$ cat src/rtl/mux_share_arbiter_if.sv
// Handshake bundle between two requesters and the shared-mux arbiter.
// Latency: none (wires only).
// Backpressure: requesters hold req until they see their grant; no other throttling.
//   ARB_LOCK_EN adds lock_a/lock_b owner tenure-lock inputs.
interface mux_share_arbiter_if #(parameter int W = 4);
  logic         req_a;
  logic         req_b;
  logic [W-1:0] data_a;
  logic [W-1:0] data_b;
  logic         grant_a;
  logic         grant_b;
  logic         sel;
  logic [W-1:0] data_out;
  logic         valid;
`ifdef ARB_LOCK_EN
  logic         lock_a;
  logic         lock_b;

  modport master (
    output req_a, req_b, data_a, data_b, lock_a, lock_b,
    input  grant_a, grant_b, sel, data_out, valid
  );

  modport slave (
    input  req_a, req_b, data_a, data_b, lock_a, lock_b,
    output grant_a, grant_b, sel, data_out, valid
  );
`else
  modport master (
    output req_a, req_b, data_a, data_b,
    input  grant_a, grant_b, sel, data_out, valid
  );

  modport slave (
    input  req_a, req_b, data_a, data_b,
    output grant_a, grant_b, sel, data_out, valid
  );
`endif
endinterface

$ cat src/rtl/mux_share_arbiter.sv
// Round-robin arbiter owning one W-bit 2:1 mux between requesters A and B; registers the selected word.
// Latency: 1 cycle from req sample to grant/sel/valid/data_out; handover A<->B has no idle bubble.
// Backpressure: loser waits on req; owner capped at MAX_HOLD cycles while the other waits (ARB_LOCK_EN: owner lock lifts cap).
module mux_share_arbiter #(
  parameter int W        = 4,
  parameter int MAX_HOLD = 8
) (
  input logic                clk,
  input logic                rst,
  mux_share_arbiter_if.slave bus
);

  if (MAX_HOLD < 1 || MAX_HOLD > 255) begin : g_bad_max_hold
    $error("mux_share_arbiter: MAX_HOLD must be in 1..255");
  end

  localparam logic [7:0] HOLD_LAST = 8'(MAX_HOLD - 1);

  typedef enum logic [1:0] {IDLE, GRANT_A, GRANT_B} state_t;

  state_t       state;
  state_t       state_nxt;
  logic [7:0]   hold_cnt;
  logic         last_b;     // side granted most recently; 1 = B, so A wins the first tie
  logic         tenure_up;
  logic         lock_a;
  logic         lock_b;
  logic [W-1:0] data_nxt;

`ifdef ARB_LOCK_EN
  assign lock_a = bus.lock_a;
  assign lock_b = bus.lock_b;
`else
  assign lock_a = 1'b0;
  assign lock_b = 1'b0;
`endif

  assign tenure_up = (hold_cnt == HOLD_LAST);

  // Next owner: tie-break on last winner from IDLE, immediate handover on req drop,
  // preemption once the owner has used its full tenure while the other side waits.
  always_comb begin
    state_nxt = state;
    case (state)
      IDLE: begin
        if (bus.req_a && bus.req_b) state_nxt = last_b ? GRANT_A : GRANT_B;
        else if (bus.req_a)         state_nxt = GRANT_A;
        else if (bus.req_b)         state_nxt = GRANT_B;
      end
      GRANT_A: begin
        if (!bus.req_a)                          state_nxt = bus.req_b ? GRANT_B : IDLE;
        else if (bus.req_b && tenure_up && !lock_a) state_nxt = GRANT_B;
      end
      GRANT_B: begin
        if (!bus.req_b)                          state_nxt = bus.req_a ? GRANT_A : IDLE;
        else if (bus.req_a && tenure_up && !lock_b) state_nxt = GRANT_A;
      end
      default: state_nxt = IDLE;
    endcase
    data_nxt = (state_nxt == GRANT_B) ? bus.data_b : bus.data_a;
  end

  // Register state, tenure counter, round-robin pointer and all outputs together.
  always_ff @(posedge clk) begin
    if (rst) begin
      state        <= IDLE;
      hold_cnt     <= 8'd0;
      last_b       <= 1'b1;
      bus.grant_a  <= 1'b0;
      bus.grant_b  <= 1'b0;
      bus.valid    <= 1'b0;
      bus.sel      <= 1'b0;
      bus.data_out <= '0;
    end else begin
      state       <= state_nxt;
      bus.grant_a <= (state_nxt == GRANT_A);
      bus.grant_b <= (state_nxt == GRANT_B);
      bus.valid   <= (state_nxt != IDLE);

      if (state_nxt != state)
        hold_cnt <= 8'd0;
      else if (state_nxt != IDLE && !tenure_up)
        hold_cnt <= hold_cnt + 8'd1;

      if (state_nxt != state && state_nxt != IDLE)
        last_b <= (state_nxt == GRANT_B);

      // sel/data_out only move while someone owns the mux; IDLE keeps the last word visible
      if (state_nxt != IDLE) begin
        bus.sel      <= (state_nxt == GRANT_B);
        bus.data_out <= data_nxt;
      end
    end
  end

endmodule
$ cat src/flat_wrapper.sv
// flat-port wrapper written by rule: the top's interface ports become plain ports
module mux_share_arbiter_flat 
#(
  parameter int W        = 4,
  parameter int MAX_HOLD = 8
)
  (clk, rst, bus_req_a, bus_req_b, bus_data_a, bus_data_b, bus_grant_a, bus_grant_b, bus_sel, bus_data_out, bus_valid);
  mux_share_arbiter_if #(.W(W)) bus_i ();
  input logic clk;
  input logic rst;
  input wire logic [$bits(bus_i.req_a)-1:0] bus_req_a;
  input wire logic [$bits(bus_i.req_b)-1:0] bus_req_b;
  input wire logic [$bits(bus_i.data_a)-1:0] bus_data_a;
  input wire logic [$bits(bus_i.data_b)-1:0] bus_data_b;
  output wire logic [$bits(bus_i.grant_a)-1:0] bus_grant_a;
  output wire logic [$bits(bus_i.grant_b)-1:0] bus_grant_b;
  output wire logic [$bits(bus_i.sel)-1:0] bus_sel;
  output wire logic [$bits(bus_i.data_out)-1:0] bus_data_out;
  output wire logic [$bits(bus_i.valid)-1:0] bus_valid;
  assign bus_i.req_a = bus_req_a;
  assign bus_i.req_b = bus_req_b;
  assign bus_i.data_a = bus_data_a;
  assign bus_i.data_b = bus_data_b;
  assign bus_grant_a = bus_i.grant_a;
  assign bus_grant_b = bus_i.grant_b;
  assign bus_sel = bus_i.sel;
  assign bus_data_out = bus_i.data_out;
  assign bus_valid = bus_i.valid;
  mux_share_arbiter #(.W(W), .MAX_HOLD(MAX_HOLD)) u_core (.clk(clk), .rst(rst), .bus(bus_i));
endmodule
$ cat config.mk
export PLATFORM = sky130hd
export DESIGN_NAME = mux_share_arbiter_flat
export DESIGN_NICKNAME = d
export VERILOG_FILES = /design/src/rtl/mux_share_arbiter_if.sv /design/src/rtl/mux_share_arbiter.sv /design/src/flat_wrapper.sv
export SDC_FILE = /design/constraint.sdc
export NUM_CORES = 1
export LEC_CHECK = 0
export ABC_AREA = 1
export BUFFER_PORTS_ARGS = -buffer_cell sky130_fd_sc_hd__buf_2
export CAP_MARGIN = 20
export CORE_AREA = 5 5 53 55
export DETAILED_ROUTE_END_ITERATION = 10
export DIE_AREA = 0 0 58 60
export HOLD_SLACK_MARGIN = 0.12
export PLACE_DENSITY = 0.78
export SLEW_MARGIN = 25
export SYNTH_ARGS = -nofsm -noshare
export SYNTH_HDL_FRONTEND = slang
export SYNTH_SLANG_ARGS = --single-unit
$ cat constraint.sdc
create_clock -name clk -period 1.6 [get_ports clk]
set_input_delay 0.32 -clock clk [delete_from_list [all_inputs] [get_ports clk]]
set_output_delay 0.32 -clock clk [all_outputs]
set_load 0.01 [all_outputs]
# Word-level counts from Yosys, hierarchy flattened

Cells that the tools add are included.

Bits in registers: 19
Logic and storage cells: 36
Output and inout port bits: 8
Bits of input ports: 12

Add/subtract/negate cells: 1
Reductions and logical operators: 9
Equality and inequality tests: 6
Muxes and demuxes: 12

Operators with widths:

| cell                                                                  | count |
|---|---|
| 2-bit two-way mux                                                     | 9 |
| 8-bit by 1-bit adder with 8-bit output, second input constant         | 1 |
| 8-bit by 3-bit equality test with 1-bit output, second input constant | 1 |
| 2-bit one-hot mux with 3 select lines                                 | 1 |
| 1-bit logical AND                                                     | 5 |
| 2-bit by 1-bit equality test with 1-bit output, second input constant | 2 |
| 2-bit equality test, second input constant                            | 2 |
| 4-bit two-way mux                                                     | 1 |
| 2-bit zero test                                                       | 1 |
| 2-bit inequality test                                                 | 1 |
| 2-bit nonzero test                                                    | 1 |
| 2-bit OR reduction                                                    | 1 |
| 1-bit zero test                                                       | 1 |
| 1-bit two-way mux                                                     | 1 |

# Longest topological paths before layout

Depth in word-level cells: 7
Mapped depth: 12
Mapped depth without buffers: 12

# Least setup slack after synthesis

OpenSTA, ideal clock, no wires.

Path kind: register to register
Start: register u_core.hold_cnt[0]
End: register u_core.bus.data_out[1]
Setup slack: -25 ps
Path buffers: 0
Data arrival time: 1509 ps
Stages on the path, launching flop included: 11
Data required time: 1484 ps
Setup time: 116 ps
Path through: dfxtp_1 -> ha_1 -> nand3_2 -> nor2_4 -> nand2_2 -> a21oi_4 -> nand2_4 -> inv_2 -> nand2_4 -> o21ai_0 -> nor2_1

Cells in the longest elaborated chain, start to end: 7
Elaborated cells between the ends (all ways): 11

Ends and longest elaborated chain:

| element                                          | line                                             | source |
|---|---|---|
| start, declared                                  | mux_share_arbiter.sv:23                          | `logic [7:0] hold_cnt;` |
| start signal, assigned                           | mux_share_arbiter.sv:83                          | `hold_cnt <= hold_cnt + 8'd1;` |
| 8-bit by 3-bit equality test with 1-bit output * | mux_share_arbiter.sv:38                          | `assign tenure_up = (hold_cnt == HOLD_LAST);` |
| 1-bit logical AND, on equally long branches      | mux_share_arbiter.sv:56, mux_share_arbiter.sv:52 |  |
| 2-bit two-way mux, on equally long branches      | mux_share_arbiter.sv:56, mux_share_arbiter.sv:52 |  |
| 2-bit two-way mux, on equally long branches      | mux_share_arbiter.sv:55, mux_share_arbiter.sv:51 |  |
| 2-bit one-hot mux with 3 select lines *          | mux_share_arbiter.sv:44                          | `case (state)` |
| 2-bit equality test                              | mux_share_arbiter.sv:60                          | `data_nxt = (state_nxt == GRANT_B) ? bus.data_b : bus.data_a;` |
| 4-bit two-way mux                                | mux_share_arbiter.sv:60                          |  |
| end signal, assigned                             | mux_share_arbiter.sv:91                          | `bus.data_out <= data_nxt;` |
| end, declared                                    | mux_share_arbiter_if.sv:36                       | `output grant_a, grant_b, sel, data_out, valid` |

Mark *: on every way between the ends. The rest lies on a longest branch, timed or not.
A chain may end at the register's enable or synchronous reset.

# Final worst setup path

Start: register u_core.hold_cnt[6]
End: register u_core.hold_cnt[7]

Cells in the longest elaborated chain, start to end: 7
Elaborated cells between the ends (all ways): 14

Ends and longest elaborated chain:

| element                                                                  | line |
|---|---|
| 8-bit by 3-bit equality test with 1-bit output                           | mux_share_arbiter.sv:38 |
| 1-bit logical AND, on equally long branches                              | mux_share_arbiter.sv:56, mux_share_arbiter.sv:52 |
| 2-bit two-way mux, on equally long branches                              | mux_share_arbiter.sv:56, mux_share_arbiter.sv:52 |
| 2-bit two-way mux, on equally long branches                              | mux_share_arbiter.sv:55, mux_share_arbiter.sv:51 |
| 2-bit one-hot mux with 3 select lines                                    | mux_share_arbiter.sv:44 |
| 2-bit inequality test / 2-bit nonzero test (equally long branches)       | mux_share_arbiter.sv:80, mux_share_arbiter.sv:82 |
| 2-bit OR reduction (no line) / 1-bit logical AND (equally long branches) | -- |

Several ways; a longest one is shown, not always the timed one.

==> results.py <==
metrics = {
    "timing": {
        "rsz0062_at_grt": "yes",
        "setup_viol": 6,
        "finalWorstSetupSlack_ps": -35.50,
        "min_period_ps": 1635,
        "slew-limit-headroom_pct": 78.51,
        "worst_slew_pin_slew_ps": 322.0,
        "hold_viol": 0,
        "clock.fmax_mhz": 611.4,
        "hold_ws_ps": 279.3,
        "min_period_over_period_pct": 102.2,
        "final-max-slew-violation-count": 0,
        "clock_skew_ps": 3.037,
    },
    "setup_path": {
        "rr_startpoint": "u_core.hold_cnt[6]",
        "path_class": "reg2reg",
        "max_stage_delay_ps": 340,
        "ff2ff_path_depth": 9,
        "regToRegEndpoint": "u_core.hold_cnt[7]",
        "path_max_fanout": 7,
        "cp_slowest_cell": "dfxtp_1",
        "arrival_ps": 1870,
        "path_cells": "nor2_1 -> nand2_1 -> nor2_4 -> nand2_4 -> a21oi_4 -> nand2_4 -> o21ai_4 -> nand2_2 -> a21oi_2",
        "cpMostUsedCell": "nand2_4",
        "r2r_slack_ps": -40,
        "cp-end-kind": "register",
        "startpoint": "u_core.hold_cnt[6]",
        "required_ps": 1840,
        "start_kind": "register",
    },
    "power_and_ir_drop": {
        "powerDensity_mw_per_mm2": 929.8,
        "intPower_uw": 851.0,
        "switchingPower_uw": 514.8,
        "p_total_mw": 1.366,
        "p_leak_nw": 0.7257,
        "p_comb_share_pct": 40.2,
        "p_clk_share_pct": 18.3,
        "p_sw_share_pct": 37.69,
        "peakVddDrop_v": 0.0006551,
        "seqPwrFrac_pct": 41.4,
    },
    "floorplan": {
        "die_x_um": 58,
        "rows": 18,
        "ios": 20,
        "initial_utilization_pct": 43.91,
        "die_area_mm2": 0.003480,
        "core-area_mm2": 0.002342,
        "die_y_um": 60,
    },
    "global_routing": {
        "grtUsageMet1_pct": 18.72,
        "overflow": 0,
        "grt_use_total_pct": 17.68,
        "grt_max_degree": 12,
        "met2_usage_pct": 33.55,
        "antenna_found_initial": 0,
        "busiest_layer": "met2",
        "grt.met3_usage_pct": 3.024,
        "grt_pass1_wl_um": 4816,
        "grt_pass1_vias": 1156,
    },
    "layout": {
        "fill_cells": 189,
        "diodes": 0,
        "syn2layout_area_growth_pct": 42.82,
        "regArea_um2": 384.1,
        "layout.nets": 204,
        "multi_input_area_um2": 693.2,
        "drive_above_1_share_pct": 41.58,
    },
    "worst_hold_path": {
        "worstHoldStart": "bus_data_a[0]",
        "hold_class": "in2reg",
        "holdPathStages": 3,
        "min_to": "u_core.bus.data_out[0]",
    },
    "clock_network": {
        "worstSkewPairLatency_ps": 300,
        "path_clk_slew_ps": 110,
        "clock-sinks": 19,
        "clockBufferDepth": 2,
        "htreeDepth": 1,
        "clockRootBuffer": "clkbuf_4",
        "cts_tree": "yes",
        "numCtsBuffers": 3,
        "postCtsHoldBufs": 0,
    },
    "detailed_routing": {
        "ant_nets": 0,
        "drtIter0Drc": 35,
        "drtPass1Iterations": 5,
        "num_vias": 1125,
        "post-route-drc-count": 0,
        "avgRoutedWirePerCell_um": 12.71,
        "vias_per_cell": 5.114,
        "drt_wl_total_um": 2797,
    },
    "yosys": {
        "yosys.area.top_type": "dfxtp_1",
        "synthArstFlopShare_pct": 0,
        "synth_nets": 159,
        "synthDistinctLibCells": 23,
        "synthFlopType": "dfxtp_1",
        "ys_ff_latch": 19,
        "syn_area_mm2": 0.001028,
        "synth_commonest_cells": "nand2_1 (42), dfxtp_1 (19), nor2_1 (19)",
        "synth-edff-count": 0,
        "synth_area_per_cell_um2": 7.044,
        "yosysWarnings": 0,
        "yosysMostFrequentCell": "nand2_1",
        "synth_top_area_share_pct": 36.98,
        "synth_area_leaders": "dfxtp_1 (37%), nand2_1 (15%), nor2_1 (6.9%)",
        "ys_seq_area_share_pct": 36.98,
        "syn_inst": 146,
    },
    "status": {
        "outcome": "finished, violations left",
        "violations": "setup timing",
    },
    "placement": {
        "dp_hpwl_um": 1906,
        "port_buffers": 19,
        "gp_congestion": 0.8309,
        "preCtsSetupSlack_ps": -89.28,
    },
    "job": {
        "drv_cap": 0,
    },
}
## final cells by class
| cell class | instances | area share, % |
|---|---|---|
| Inverter | 17 | 4.514 |
| Tap cell | 30 | 2.555 |
| Multi-Input combinational cell | 109 | 47.19 |
| Clock inverter | 1 | 0.3407 |
| Clock buffer | 3 | 1.533 |
| Timing Repair Buffer | 41 | 17.72 |
| Sequential cell | 19 | 26.15 |
## cell families (layout without fill, tap and decap cells)
family                     after synthesis  count (layout)  synth area share [%]
AOI/OAI and AO/OA                       14              14                 9.247
xor gates and xnor gates                 6               6                 5.109
buffers and inverters                   18              62                 6.569
DFF                                     19              19                 36.98
adders and majority gates                1               1                 1.216
and+or+nand+nor                         88              88                 40.88
## power by group through the flow
stage                     combinational, mW  sequential [mW]  clock [mW]
final                                 0.550            0.566       0.250
after global routing                  0.607            0.571       0.274
after CTS                             0.507            0.562       0.248
after detailed placement              0.425            0.566           0
after global placement                0.407            0.564           0
after floorplan                       0.271            0.581           0
## metal layers
layer	share of wire, %	up-vias
met2	51	52
met1	40	515
met5	0	-
met3	6.0	10
li1	-	548
met4	2.3	0
## state kept, by name (all words and copies together) (netlist names)
signal / flops
u_core.bus.grant_a: 1
u_core.bus.sel: 1
u_core.state: 2
u_core.bus.valid: 1
u_core.bus.data_out: 4
u_core.bus.grant_b: 1
u_core.last_b: 1
u_core.hold_cnt: 8
## per-stage QoR
step	instances	setup TNS (ps)	util, %	cell area [µm²]
2_1_floorplan	146	0	-	1039
3_3_place_gp	205	-56.53	53.37	1250
3_5_place_dp	205	-584.6	53.37	1250
4_1_cts	217	0	59.46	1393
5_1_grt	220	-1040	62.71	1469
6_report	220	-108.8	62.71	1469
## placed cells by master, fill, tap and decap left out
cell type	n
a21oi_1	5
a21oi_2	3
a21oi_4	1
a31oi_1	2
buf_2	19
buf_4	22
clkbuf_4	3
clkinv_2	1
dfxtp_1	16
dfxtp_2	3
ha_4	1
inv_1	16
inv_4	1
nand2_1	35
nand2_2	8
nand2_4	4
nand2_8	1
nand3_1	9
nand3_2	1
nand3_4	4
nand4_1	2
nor2_1	17
nor2_2	2
nor2_4	3
nor3_1	1
nor3_2	1
o21ai_0	1
o21ai_1	1
o21ai_4	1
xnor2_1	4
xor2_1	2
## worst max-delay path by stage
stage / end / slack, ps / cells after the start
after floorplan: u_core.bus.data_out[1] / 10 / 10
after global placement: u_core.bus.data_out[2] / -20 / 10
after detailed placement: u_core.hold_cnt[7] / -90 / 11
after CTS: u_core.hold_cnt[0] / 20 / 10
after global routing: u_core.hold_cnt[5] / -130 / 9
final: u_core.hold_cnt[7] / -40 / 9
## worst max-delay path: cells and delay by family (launching register included)
family	cells	cell delay, ps
and+or+nand+nor	6	720
AOI/OAI and AO/OA	3	520
DFF	1	340
## timing repair
action                                  4_1_cts  5_1_grt
resized for setup                            12       15
cloned                                        0        0
pin swaps                                     5        9
endpoints found under the setup margin       13       13
buffers inserted                              8        3
Note: power is estimated with default switching activity, not from simulation.
